$ cat config.mk
export PLATFORM = sky130hd
export DESIGN_NAME = mio_bus_responder_flat
export DESIGN_NICKNAME = d
export VERILOG_FILES = /design/src/rtl/mio_bus_responder_if.sv /design/src/rtl/mio_bus_responder.sv /design/src/flat_wrapper.sv
export SDC_FILE = /design/constraint.sdc
export NUM_CORES = 1
export LEC_CHECK = 0
export ABC_CLOCK_PERIOD_IN_PS = 2000
export CAP_MARGIN = 30
export CORE_MARGIN = 2
export CORE_UTILIZATION = 43
export CTS_BUF_LIST = sky130_fd_sc_hd__clkbuf_2
export CTS_CLUSTER_DIAMETER = 150
export DETAILED_ROUTE_END_ITERATION = 10
export PLACE_DENSITY = 0.85
export SETUP_SLACK_MARGIN = 0.1
export SLEW_MARGIN = 10
export SYNTH_ARGS = -nofsm -noshare
export SYNTH_HDL_FRONTEND = slang
export SYNTH_SLANG_ARGS = --single-unit
$ cat constraint.sdc
create_clock -name clk -period 2 [get_ports clk]
set_input_delay 0.2 -clock clk [delete_from_list [all_inputs] [get_ports clk]]
set_output_delay 0.2 -clock clk [all_outputs]
set_load 0.1 [all_outputs]
$ cat src/rtl/mio_bus_responder_if.sv
// mio_bus_responder_if: bundles the CPU MIO request/response signals with the
// RAM and IO peripheral port signals of the MIO bus responder.
//   slave  : the responder (takes CPU requests and RAM/IO returns, drives the rest)
//   master : the environment (CPU, RAM and peripheral side)
interface mio_bus_responder_if #(
  parameter int unsigned RAM_AW = 12
);
  // CPU side
  logic              CPU_MIO;
  logic              mem_w;
  logic [31:0]       Addr_in;
  logic [31:0]       data_from_cpu;
  logic [31:0]       data_to_cpu;
  logic              MIO_ready;
  logic              busy;
  // RAM port
  logic              ram_en;
  logic              ram_we;
  logic [RAM_AW-1:0] ram_addr;
  logic [31:0]       ram_wdata;
  logic [31:0]       ram_rdata;
  // IO port
  logic              io_sel;
  logic              io_we;
  logic [31:0]       io_addr;
  logic [31:0]       io_wdata;
  logic [31:0]       io_rdata;
  logic              io_ready;
  logic              bus_err;

  modport slave (
    input  CPU_MIO, mem_w, Addr_in, data_from_cpu, ram_rdata, io_rdata, io_ready,
    output data_to_cpu, MIO_ready, busy, ram_en, ram_we, ram_addr, ram_wdata,
           io_sel, io_we, io_addr, io_wdata, bus_err
  );

  modport master (
    output CPU_MIO, mem_w, Addr_in, data_from_cpu, ram_rdata, io_rdata, io_ready,
    input  data_to_cpu, MIO_ready, busy, ram_en, ram_we, ram_addr, ram_wdata,
           io_sel, io_we, io_addr, io_wdata, bus_err
  );
endinterface

$ cat src/rtl/mio_bus_responder.sv
// mio_bus_responder: memory/IO responder for the multi-cycle CPU MIO interface.
// Accepts a request in IDLE, decodes RAM vs IO by Addr_in[31:28], runs a fixed
// wait sequence on the synchronous RAM port or a handshake on the IO port, and
// returns read data with a one-cycle MIO_ready pulse.
// Ports:
//   clk    : clock, rising edge
//   reset  : synchronous, active-high
//   bus    : mio_bus_responder_if.slave (CPU request/response, RAM port, IO port)
// Optional feature: define MIO_BUS_TIMEOUT_EN to bound IO waits to TIMEOUT
// cycles; a timeout completes with bus_err=1 and read data 32'hDEADBEEF.
module mio_bus_responder #(
  parameter int unsigned RAM_AW   = 12,
  parameter int unsigned RAM_WAIT = 1,
  parameter logic [3:0]  IO_NIB   = 4'hF,
  parameter int unsigned TIMEOUT  = 255
) (
  input  logic                      clk,
  input  logic                      reset,
  mio_bus_responder_if.slave        bus
);

  // One counter serves both the RAM wait sequence and the IO timeout.
  localparam int unsigned CNT_MAX = (RAM_WAIT > TIMEOUT) ? RAM_WAIT : TIMEOUT;
  localparam int unsigned CNT_W   = $clog2(CNT_MAX + 1);
  localparam logic [CNT_W-1:0] RAM_LAST = CNT_W'(RAM_WAIT);
`ifdef MIO_BUS_TIMEOUT_EN
  localparam logic [CNT_W-1:0] TMO_LAST = CNT_W'(TIMEOUT - 1);
`endif

  typedef enum logic [1:0] {
    S_IDLE,
    S_RAM_WAIT,
    S_IO_WAIT,
    S_ACK
  } state_e;

  state_e            state_q, state_d;
  logic [CNT_W-1:0]  cnt_q, cnt_d;
  logic              we_q, we_d;
  logic [31:0]       data_to_cpu_q, data_to_cpu_d;
  logic              mio_ready_q, mio_ready_d;
  logic              busy_q, busy_d;
  logic              ram_en_q, ram_en_d;
  logic              ram_we_q, ram_we_d;
  logic [RAM_AW-1:0] ram_addr_q, ram_addr_d;
  logic [31:0]       ram_wdata_q, ram_wdata_d;
  logic              io_sel_q, io_sel_d;
  logic              io_we_q, io_we_d;
  logic [31:0]       io_addr_q, io_addr_d;
  logic [31:0]       io_wdata_q, io_wdata_d;
`ifdef MIO_BUS_TIMEOUT_EN
  logic              bus_err_q, bus_err_d;
`endif

  // State and output registers
  always_ff @(posedge clk) begin
    if (reset) begin
      state_q       <= S_IDLE;
      cnt_q         <= '0;
      we_q          <= 1'b0;
      data_to_cpu_q <= '0;
      mio_ready_q   <= 1'b0;
      busy_q        <= 1'b0;
      ram_en_q      <= 1'b0;
      ram_we_q      <= 1'b0;
      ram_addr_q    <= '0;
      ram_wdata_q   <= '0;
      io_sel_q      <= 1'b0;
      io_we_q       <= 1'b0;
      io_addr_q     <= '0;
      io_wdata_q    <= '0;
`ifdef MIO_BUS_TIMEOUT_EN
      bus_err_q     <= 1'b0;
`endif
    end else begin
      state_q       <= state_d;
      cnt_q         <= cnt_d;
      we_q          <= we_d;
      data_to_cpu_q <= data_to_cpu_d;
      mio_ready_q   <= mio_ready_d;
      busy_q        <= busy_d;
      ram_en_q      <= ram_en_d;
      ram_we_q      <= ram_we_d;
      ram_addr_q    <= ram_addr_d;
      ram_wdata_q   <= ram_wdata_d;
      io_sel_q      <= io_sel_d;
      io_we_q       <= io_we_d;
      io_addr_q     <= io_addr_d;
      io_wdata_q    <= io_wdata_d;
`ifdef MIO_BUS_TIMEOUT_EN
      bus_err_q     <= bus_err_d;
`endif
    end
  end

  // Next-state and next-output logic
  always_comb begin
    state_d       = state_q;
    cnt_d         = cnt_q;
    we_d          = we_q;
    data_to_cpu_d = data_to_cpu_q;
    mio_ready_d   = 1'b0;
    ram_en_d      = 1'b0;
    ram_we_d      = 1'b0;
    ram_addr_d    = ram_addr_q;
    ram_wdata_d   = ram_wdata_q;
    io_sel_d      = io_sel_q;
    io_we_d       = io_we_q;
    io_addr_d     = io_addr_q;
    io_wdata_d    = io_wdata_q;
`ifdef MIO_BUS_TIMEOUT_EN
    bus_err_d     = 1'b0;
`endif

    unique case (state_q)
      S_IDLE: begin
        if (bus.CPU_MIO) begin
          we_d  = bus.mem_w;
          cnt_d = '0;
          if (bus.Addr_in[31:28] == IO_NIB) begin
            state_d    = S_IO_WAIT;
            io_sel_d   = 1'b1;
            io_we_d    = bus.mem_w;
            io_addr_d  = bus.Addr_in;
            io_wdata_d = bus.data_from_cpu;
          end else begin
            // RAM strobe is a single-cycle pulse issued on entry to RAM_WAIT
            state_d     = S_RAM_WAIT;
            ram_en_d    = 1'b1;
            ram_we_d    = bus.mem_w;
            ram_addr_d  = bus.Addr_in[RAM_AW+1:2];
            ram_wdata_d = bus.data_from_cpu;
          end
        end
      end

      S_RAM_WAIT: begin
        // RAM_WAIT+1 cycles here; read data is valid on the last one
        if (cnt_q == RAM_LAST) begin
          if (!we_q) data_to_cpu_d = bus.ram_rdata;
          mio_ready_d = 1'b1;
          state_d     = S_ACK;
        end else begin
          cnt_d = cnt_q + CNT_W'(1);
        end
      end

      S_IO_WAIT: begin
        if (bus.io_ready) begin
          if (!we_q) data_to_cpu_d = bus.io_rdata;
          io_sel_d    = 1'b0;
          mio_ready_d = 1'b1;
          state_d     = S_ACK;
        end
`ifdef MIO_BUS_TIMEOUT_EN
        else if (cnt_q == TMO_LAST) begin
          if (!we_q) data_to_cpu_d = 32'hDEAD_BEEF;
          io_sel_d    = 1'b0;
          mio_ready_d = 1'b1;
          bus_err_d   = 1'b1;
          state_d     = S_ACK;
        end else begin
          cnt_d = cnt_q + CNT_W'(1);
        end
`endif
      end

      S_ACK: begin
        state_d = S_IDLE;
      end

      default: begin
        state_d = S_IDLE;
      end
    endcase

    busy_d = (state_d != S_IDLE);
  end

  assign bus.data_to_cpu = data_to_cpu_q;
  assign bus.MIO_ready   = mio_ready_q;
  assign bus.busy        = busy_q;
  assign bus.ram_en      = ram_en_q;
  assign bus.ram_we      = ram_we_q;
  assign bus.ram_addr    = ram_addr_q;
  assign bus.ram_wdata   = ram_wdata_q;
  assign bus.io_sel      = io_sel_q;
  assign bus.io_we       = io_we_q;
  assign bus.io_addr     = io_addr_q;
  assign bus.io_wdata    = io_wdata_q;
`ifdef MIO_BUS_TIMEOUT_EN
  assign bus.bus_err     = bus_err_q;
`else
  assign bus.bus_err     = 1'b0;
`endif

endmodule

$ cat src/flat_wrapper.sv
// flat-port wrapper written by rule: the top's interface ports become plain ports
module mio_bus_responder_flat 
#(
  parameter int unsigned RAM_AW   = 12,
  parameter int unsigned RAM_WAIT = 1,
  parameter logic [3:0]  IO_NIB   = 4'hF,
  parameter int unsigned TIMEOUT  = 255
)
  (clk, reset, bus_CPU_MIO, bus_mem_w, bus_Addr_in, bus_data_from_cpu, bus_ram_rdata, bus_io_rdata, bus_io_ready, bus_data_to_cpu, bus_MIO_ready, bus_busy, bus_ram_en, bus_ram_we, bus_ram_addr, bus_ram_wdata, bus_io_sel, bus_io_we, bus_io_addr, bus_io_wdata, bus_bus_err);
  mio_bus_responder_if #(.RAM_AW(RAM_AW)) bus_i ();
  input  logic clk;
  input  logic reset;
  input wire logic [$bits(bus_i.CPU_MIO)-1:0] bus_CPU_MIO;
  input wire logic [$bits(bus_i.mem_w)-1:0] bus_mem_w;
  input wire logic [$bits(bus_i.Addr_in)-1:0] bus_Addr_in;
  input wire logic [$bits(bus_i.data_from_cpu)-1:0] bus_data_from_cpu;
  input wire logic [$bits(bus_i.ram_rdata)-1:0] bus_ram_rdata;
  input wire logic [$bits(bus_i.io_rdata)-1:0] bus_io_rdata;
  input wire logic [$bits(bus_i.io_ready)-1:0] bus_io_ready;
  output wire logic [$bits(bus_i.data_to_cpu)-1:0] bus_data_to_cpu;
  output wire logic [$bits(bus_i.MIO_ready)-1:0] bus_MIO_ready;
  output wire logic [$bits(bus_i.busy)-1:0] bus_busy;
  output wire logic [$bits(bus_i.ram_en)-1:0] bus_ram_en;
  output wire logic [$bits(bus_i.ram_we)-1:0] bus_ram_we;
  output wire logic [$bits(bus_i.ram_addr)-1:0] bus_ram_addr;
  output wire logic [$bits(bus_i.ram_wdata)-1:0] bus_ram_wdata;
  output wire logic [$bits(bus_i.io_sel)-1:0] bus_io_sel;
  output wire logic [$bits(bus_i.io_we)-1:0] bus_io_we;
  output wire logic [$bits(bus_i.io_addr)-1:0] bus_io_addr;
  output wire logic [$bits(bus_i.io_wdata)-1:0] bus_io_wdata;
  output wire logic [$bits(bus_i.bus_err)-1:0] bus_bus_err;
  assign bus_i.CPU_MIO = bus_CPU_MIO;
  assign bus_i.mem_w = bus_mem_w;
  assign bus_i.Addr_in = bus_Addr_in;
  assign bus_i.data_from_cpu = bus_data_from_cpu;
  assign bus_i.ram_rdata = bus_ram_rdata;
  assign bus_i.io_rdata = bus_io_rdata;
  assign bus_i.io_ready = bus_io_ready;
  assign bus_data_to_cpu = bus_i.data_to_cpu;
  assign bus_MIO_ready = bus_i.MIO_ready;
  assign bus_busy = bus_i.busy;
  assign bus_ram_en = bus_i.ram_en;
  assign bus_ram_we = bus_i.ram_we;
  assign bus_ram_addr = bus_i.ram_addr;
  assign bus_ram_wdata = bus_i.ram_wdata;
  assign bus_io_sel = bus_i.io_sel;
  assign bus_io_we = bus_i.io_we;
  assign bus_io_addr = bus_i.io_addr;
  assign bus_io_wdata = bus_i.io_wdata;
  assign bus_bus_err = bus_i.bus_err;
  mio_bus_responder #(.RAM_AW(RAM_AW), .RAM_WAIT(RAM_WAIT), .IO_NIB(IO_NIB), .TIMEOUT(TIMEOUT)) u_core (.clk(clk), .reset(reset), .bus(bus_i));
endmodule
* Yosys cells after proc, flatten, opt, wreduce, memory -nomap -nowiden
Index checks and enable logic that the tools add are counted.
** Word-level totals
- Register bits after elaboration :: 157
- Output and inout bits :: 147
** Operators by class
- Mux-type cells :: 21
- Eq/ne operators :: 12
- Bitwise gates (word level) :: 3
- Reductions and logical operators :: 13
- Add/subtract/negate cells :: 1
** Operator list (number)
- $mux W32 :: 4
- $pmux W32 S2 :: 1
- $mux W8 :: 2
- $pmux W8 S2 :: 1
- $ne A2 B2 Y1 const B :: 5
- $reduce_and A3 Y1 :: 3
- $add A8 B1 Y8 const B :: 1
- $eq A8 B1 Y1 const B :: 1
- $mux W2 :: 4
- $pmux W2 S4 :: 1
- $reduce_bool A2 Y1 :: 4
- $mux W1 :: 6
- $reduce_and A5 Y1 :: 1
- $eq A2 B2 Y1 const B :: 2
- $eq A4 B4 Y1 const B :: 1
- $ne A2 B1 Y1 const B :: 2
- $pmux W1 S2 :: 2
- $reduce_and A4 Y1 :: 1
- $reduce_or A4 Y1 :: 1
- $not A1 Y1 :: 3
- $reduce_or A3 Y1 :: 1
- $eq A2 B1 Y1 const B :: 1
- $logic_not A2 Y1 :: 1
- $reduce_and A2 Y1 :: 1

* Logic depth before layout (Yosys ltp)
- Depth in word-level cells :: 5
- Mapped depth :: 9
- Depth with buffers taken out :: 6

* Least setup slack after synthesis
OpenSTA, ideal clock, no wires.
- Kind :: reg2reg
- Start point :: register u_core.state_q[0]
- End point :: register u_core.cnt_q[2]
- Required time :: 1.884 ns
- Setup time :: 0.116 ns
- Stages on the path, launching flop included :: 8
- Arrival :: 1.501 ns
- Path slack :: 0.383 ns
- Path buffers :: 1
- Cells stage by stage :: dfxtp_1 -> inv_1 -> ha_1 -> buf_2 -> mux2i_2 -> a21oi_1 -> a211oi_1 -> a31o_1
** Between the ends
- Word-level cells in the longest chain between the ends :: 3
** Ends and longest elaborated chain
- start, declared :: line mio_bus_responder.sv:37 : state_e state_q, state_d;
- start signal, assigned :: line mio_bus_responder.sv:76 : state_q <= state_d;
- $eq A2 B1 Y1 or $logic_not A2 Y1 (tied branches) :: line mio_bus_responder.sv:115 : unique case (state_q)
- $ne A2 B2 Y1 (no source line) or $reduce_bool A2 Y1 (tied branches)
- $reduce_and A3 Y1 (no source line)
- end signal, assigned :: line mio_bus_responder.sv:77 : cnt_q <= cnt_d;
- end, declared :: line mio_bus_responder.sv:38 : logic [CNT_W-1:0] cnt_q, cnt_d;
Several ways; a longest one is shown, not always the timed one.
A chain may end at the register's enable or synchronous reset.

* Worst setup path after layout
- Start point :: register u_core.state_q[1]
- End point :: register u_core.data_to_cpu_q[12], in the netlist u_core.bus.data_to_cpu[12]
** Between the ends
- Word-level cells in the longest chain between the ends :: 3
** Ends and longest elaborated chain
- $eq A2 B2 Y1 or $eq A2 B1 Y1 (tied branches) :: line mio_bus_responder.sv:115
- $ne A2 B2 Y1 (no source line), or another cell as far along
- $reduce_and A5 Y1 (no source line)
- end signal, assigned :: line mio_bus_responder.sv:79 : data_to_cpu_q <= data_to_cpu_d;
- end, declared :: line mio_bus_responder.sv:40 : logic [31:0] data_to_cpu_q, data_to_cpu_d;
Several ways; a longest one is shown, not always the timed one.

==> reports/results.ini <==
[drt]
wire_per_inst_um = 16.8
viasPerCell = 5.19
antenna_left = 0
dr.pass1.iters = 4
num_vias = 6353
drc = 0
dr.first_iter.drc_count = 290
routed_wirelength_um = 20500

[synth]
synthArstFlopShare = 0
synthTopCellsByArea = dfxtp_1, nand2_1, a21oi_1, a211oi_2, o22ai_1
ys.flop_type = dfxtp_1
synth_fa_ha_area_frac = 0.0124
synth.most_common_cell = nand2_1
synth-simple-area-share = 0.171
ys_seq_area_frac = 0.517
synth_top_area_frac = 0.517
avgSynthCellArea_um2 = 8.56
synth-xor-area-share = 0.00865
synth_fp_nets = 849
synth.ff_latch_count = 157
ys_types = 40
synth_top_family_by_area = compound AO/OA/AOI/OAI gates
yosys.area.top_type = dfxtp_1
syn_inst = 710
synth_edf_count = 0
synth_commonest_cells = nand2_1, dfxtp_1, a21oi_1, o22ai_1, a211oi_2
syn_area_um2 = 6080
synth_compound_area_frac = 0.234
synthMuxAreaShare = 0.00391
yosys_warnings = 0

[sta]
post-route-min-period_ps = 1860
fin_crit_sh = 0.932
rsz0062_at_grt = true
relSlewSlack = 0.646
holdWs_ps = 66.8
worst_slack_ps = 137
finalHoldViolations = 0
clock_skew_ps = 35.3
max_freq_mhz = 537
setup_tns_ps = 0
slew_violations = 0
finalSetupViolations = 0
tightest_slew_ps = 527

[clock_tree]
clkLatencyLatePin_ps = 760
clkTransAtPathRegs_ps = 210
cts_buffer_depth = 2
htree_num_levels = 4
cts_buffers = 17
cts_tree = yes
cts.root.buffer_cell = clkbuf_2
cts_sinks = 157

[setup_path]
critPathBufInv = 2
cp.required_ps = 2630
crit_chain = inv_1, ha_2, and4bb_4, nand2_2, a21oi_4, buf_12, a211oi_1
slowest_delay_ps = 380
slowest_stage = dfxtp_1
reg2reg_depth = 7
crit_type = reg2reg
end_kind = flip-flop
reg2reg_from = u_core.state_q[1]
cp.arrival_ps = 2490
startpoint_type = flip-flop
r2r_slack_ps = 140
reg2reg_to = u_core.bus.data_to_cpu[12]
crit_family = simple AND/OR/NAND/NOR gates
crit_fanout = 32

[min_path]
whs_path_depth = 3
min_path_type = in2reg
hold_path_end = u_core.bus.io_we
hp-start = bus_mem_w

[layout]
seq_area_um2 = 3140
final_util = 0.695
multi_input_area_um2 = 2690
num-fill-cells = 1026
final_nets = 1168
drive_gt1_frac = 0.237
area_growth_pct = 58.1

[place]
hpwlAfterDp_um = 12600
gp_congestion = 0.858
port_buffers = 278
dp_slack_ps = 127

[floorplan]
num_rows = 43
die-area_um2 = 15100
coreArea_um2 = 13800
io_pins = 280
die_height_um = 123
dieWidth_um = 123
start_util = 0.440

[grt]
grt_max_degree = 87
grt_pass1_vias = 6185
busiest_layer = met2
grtUsageMet1 = 0.265
grt_pass1_wl_um = 29900
antenna_found_initial = 1
grt_overflow = 0
grt_usage = 0.256
grt.met3_usage = 0.117
grt_util_met2 = 0.439

[power_and_ir_drop]
power_density_nw_per_um2 = 1360
leakage_uw = 0.00372
totalPowerFinal_uw = 13100
peakVddDrop_mv = 0.587

[job]
maxCapViolations = 0

[status]
status = complete, no violations

-- cell usage in the layout, fill, tap and decap left out, types with 3 or more instances in the layout --
master           instances
a211oi_1                 4
ha_2                     3
nand2_1                217
nor4_1                   3
nor2_1                  18
ha_1                     3
bufinv_16                3
buf_12                   9
nand2b_1                 3
a211oi_2                30
clkbuf_2                19
a21oi_1                141
inv_6                    4
dlygate4sd3_1           59
inv_1                    6
clkdlybuf4s50_1        131
buf_4                  154
xnor2_1                  6
dfxtp_1                157
clkinv_2                 4
o22ai_1                 32
-- worst register-to-register path: cells and delay by family (launching register included) --
kind	cells	cell delay (ps)
simple gates	2	430
flops	1	380
buf+inv	2	380
fa+ha+maj	1	300
compound gates	2	280
-- cell families (layout without fill, tap and decap cells) --
family                   Yosys count  count (layout)
buffers and inverters             62             393
other                              1               2
AND/OR/NAND/NOR                  258             258
adder cells (fa/ha/maj)            6               6
AO/OA/AOI/OAI                    218             219
multiplexers                       2               2
flip-flops                       157             157
XOR/XNOR                           6               6
-- worst max-delay path by stage --
stage               slack (ps)         startpoint                         end  cells after the start
floorplan                  380  u_core.state_q[0]             u_core.cnt_q[2]                      7
global placement           190        bus_CPU_MIO             u_core.cnt_q[2]                      6
detailed placement         130  u_core.state_q[1]  u_core.bus.data_to_cpu[21]                      6
CTS                         70  u_core.state_q[1]  u_core.bus.data_to_cpu[14]                      6
global route                60  u_core.state_q[1]  u_core.bus.data_to_cpu[12]                      7
finish                     140  u_core.state_q[1]  u_core.bus.data_to_cpu[12]                      7
-- through the flow --
step / area, µm² / instances
5_1_grt: 9610 / 1223
3_3_place_gp: 8670 / 1126
3_5_place_dp: 8670 / 1126
6_report: 9610 / 1223
4_1_cts: 9520 / 1217
2_1_floorplan: 6080 / 710
-- repair_timing --
item / 4_1_cts / 5_1_grt
pin swaps: 0 / 1
hold endpoints to repair: 109 / 0
endpoints found under the setup margin: 18 / 51
setup buffers: 0 / 3
hold buffers: 59 / 0
gates cloned: 0 / 2
resized for setup: 1 / 9
-- layer usage --
layer	vias up	wire length [µm]
met4	0	741
li1	3059	-
met1	2938	7560
met2	292	9990
met3	64	2210
met5	-	0
-- final cells by class --
type / instances / share of cell area
multi-input cells: 492 / 0.279
repair buffers: 355 / 0.341
flip-flops and latches: 157 / 0.327
clock buffers: 19 / 0.00990
diodes: 1 / 0.000260
clock inverters: 13 / 0.0168
inverters: 6 / 0.00234
well taps: 180 / 0.0234
-- sequential cells by signal, summed over array words and instances, names as in the netlist --
name / flops
u_core.bus.io_we: 1
u_core.bus.io_wdata: 32
u_core.cnt_q: 8
u_core.bus.busy: 1
u_core.state_q: 2
u_core.bus.ram_we: 1
u_core.bus.ram_addr: 12
u_core.bus.ram_en: 1
u_core.bus.ram_wdata: 32
u_core.bus.io_sel: 1
u_core.bus.data_to_cpu: 32
u_core.bus.io_addr: 32
u_core.we_q: 1
u_core.bus.MIO_ready: 1
-- power by group --
part | switching, µW | leakage, µW | internal (µW) | total (µW)
Clock | 1150 | 0.000159 | 718 | 1870
Sequential | 301 | 0.00128 | 3640 | 3940
Combinational | 5350 | 0.00228 | 1930 | 7290
No activity file was read; power rests on OpenSTA's default activity.
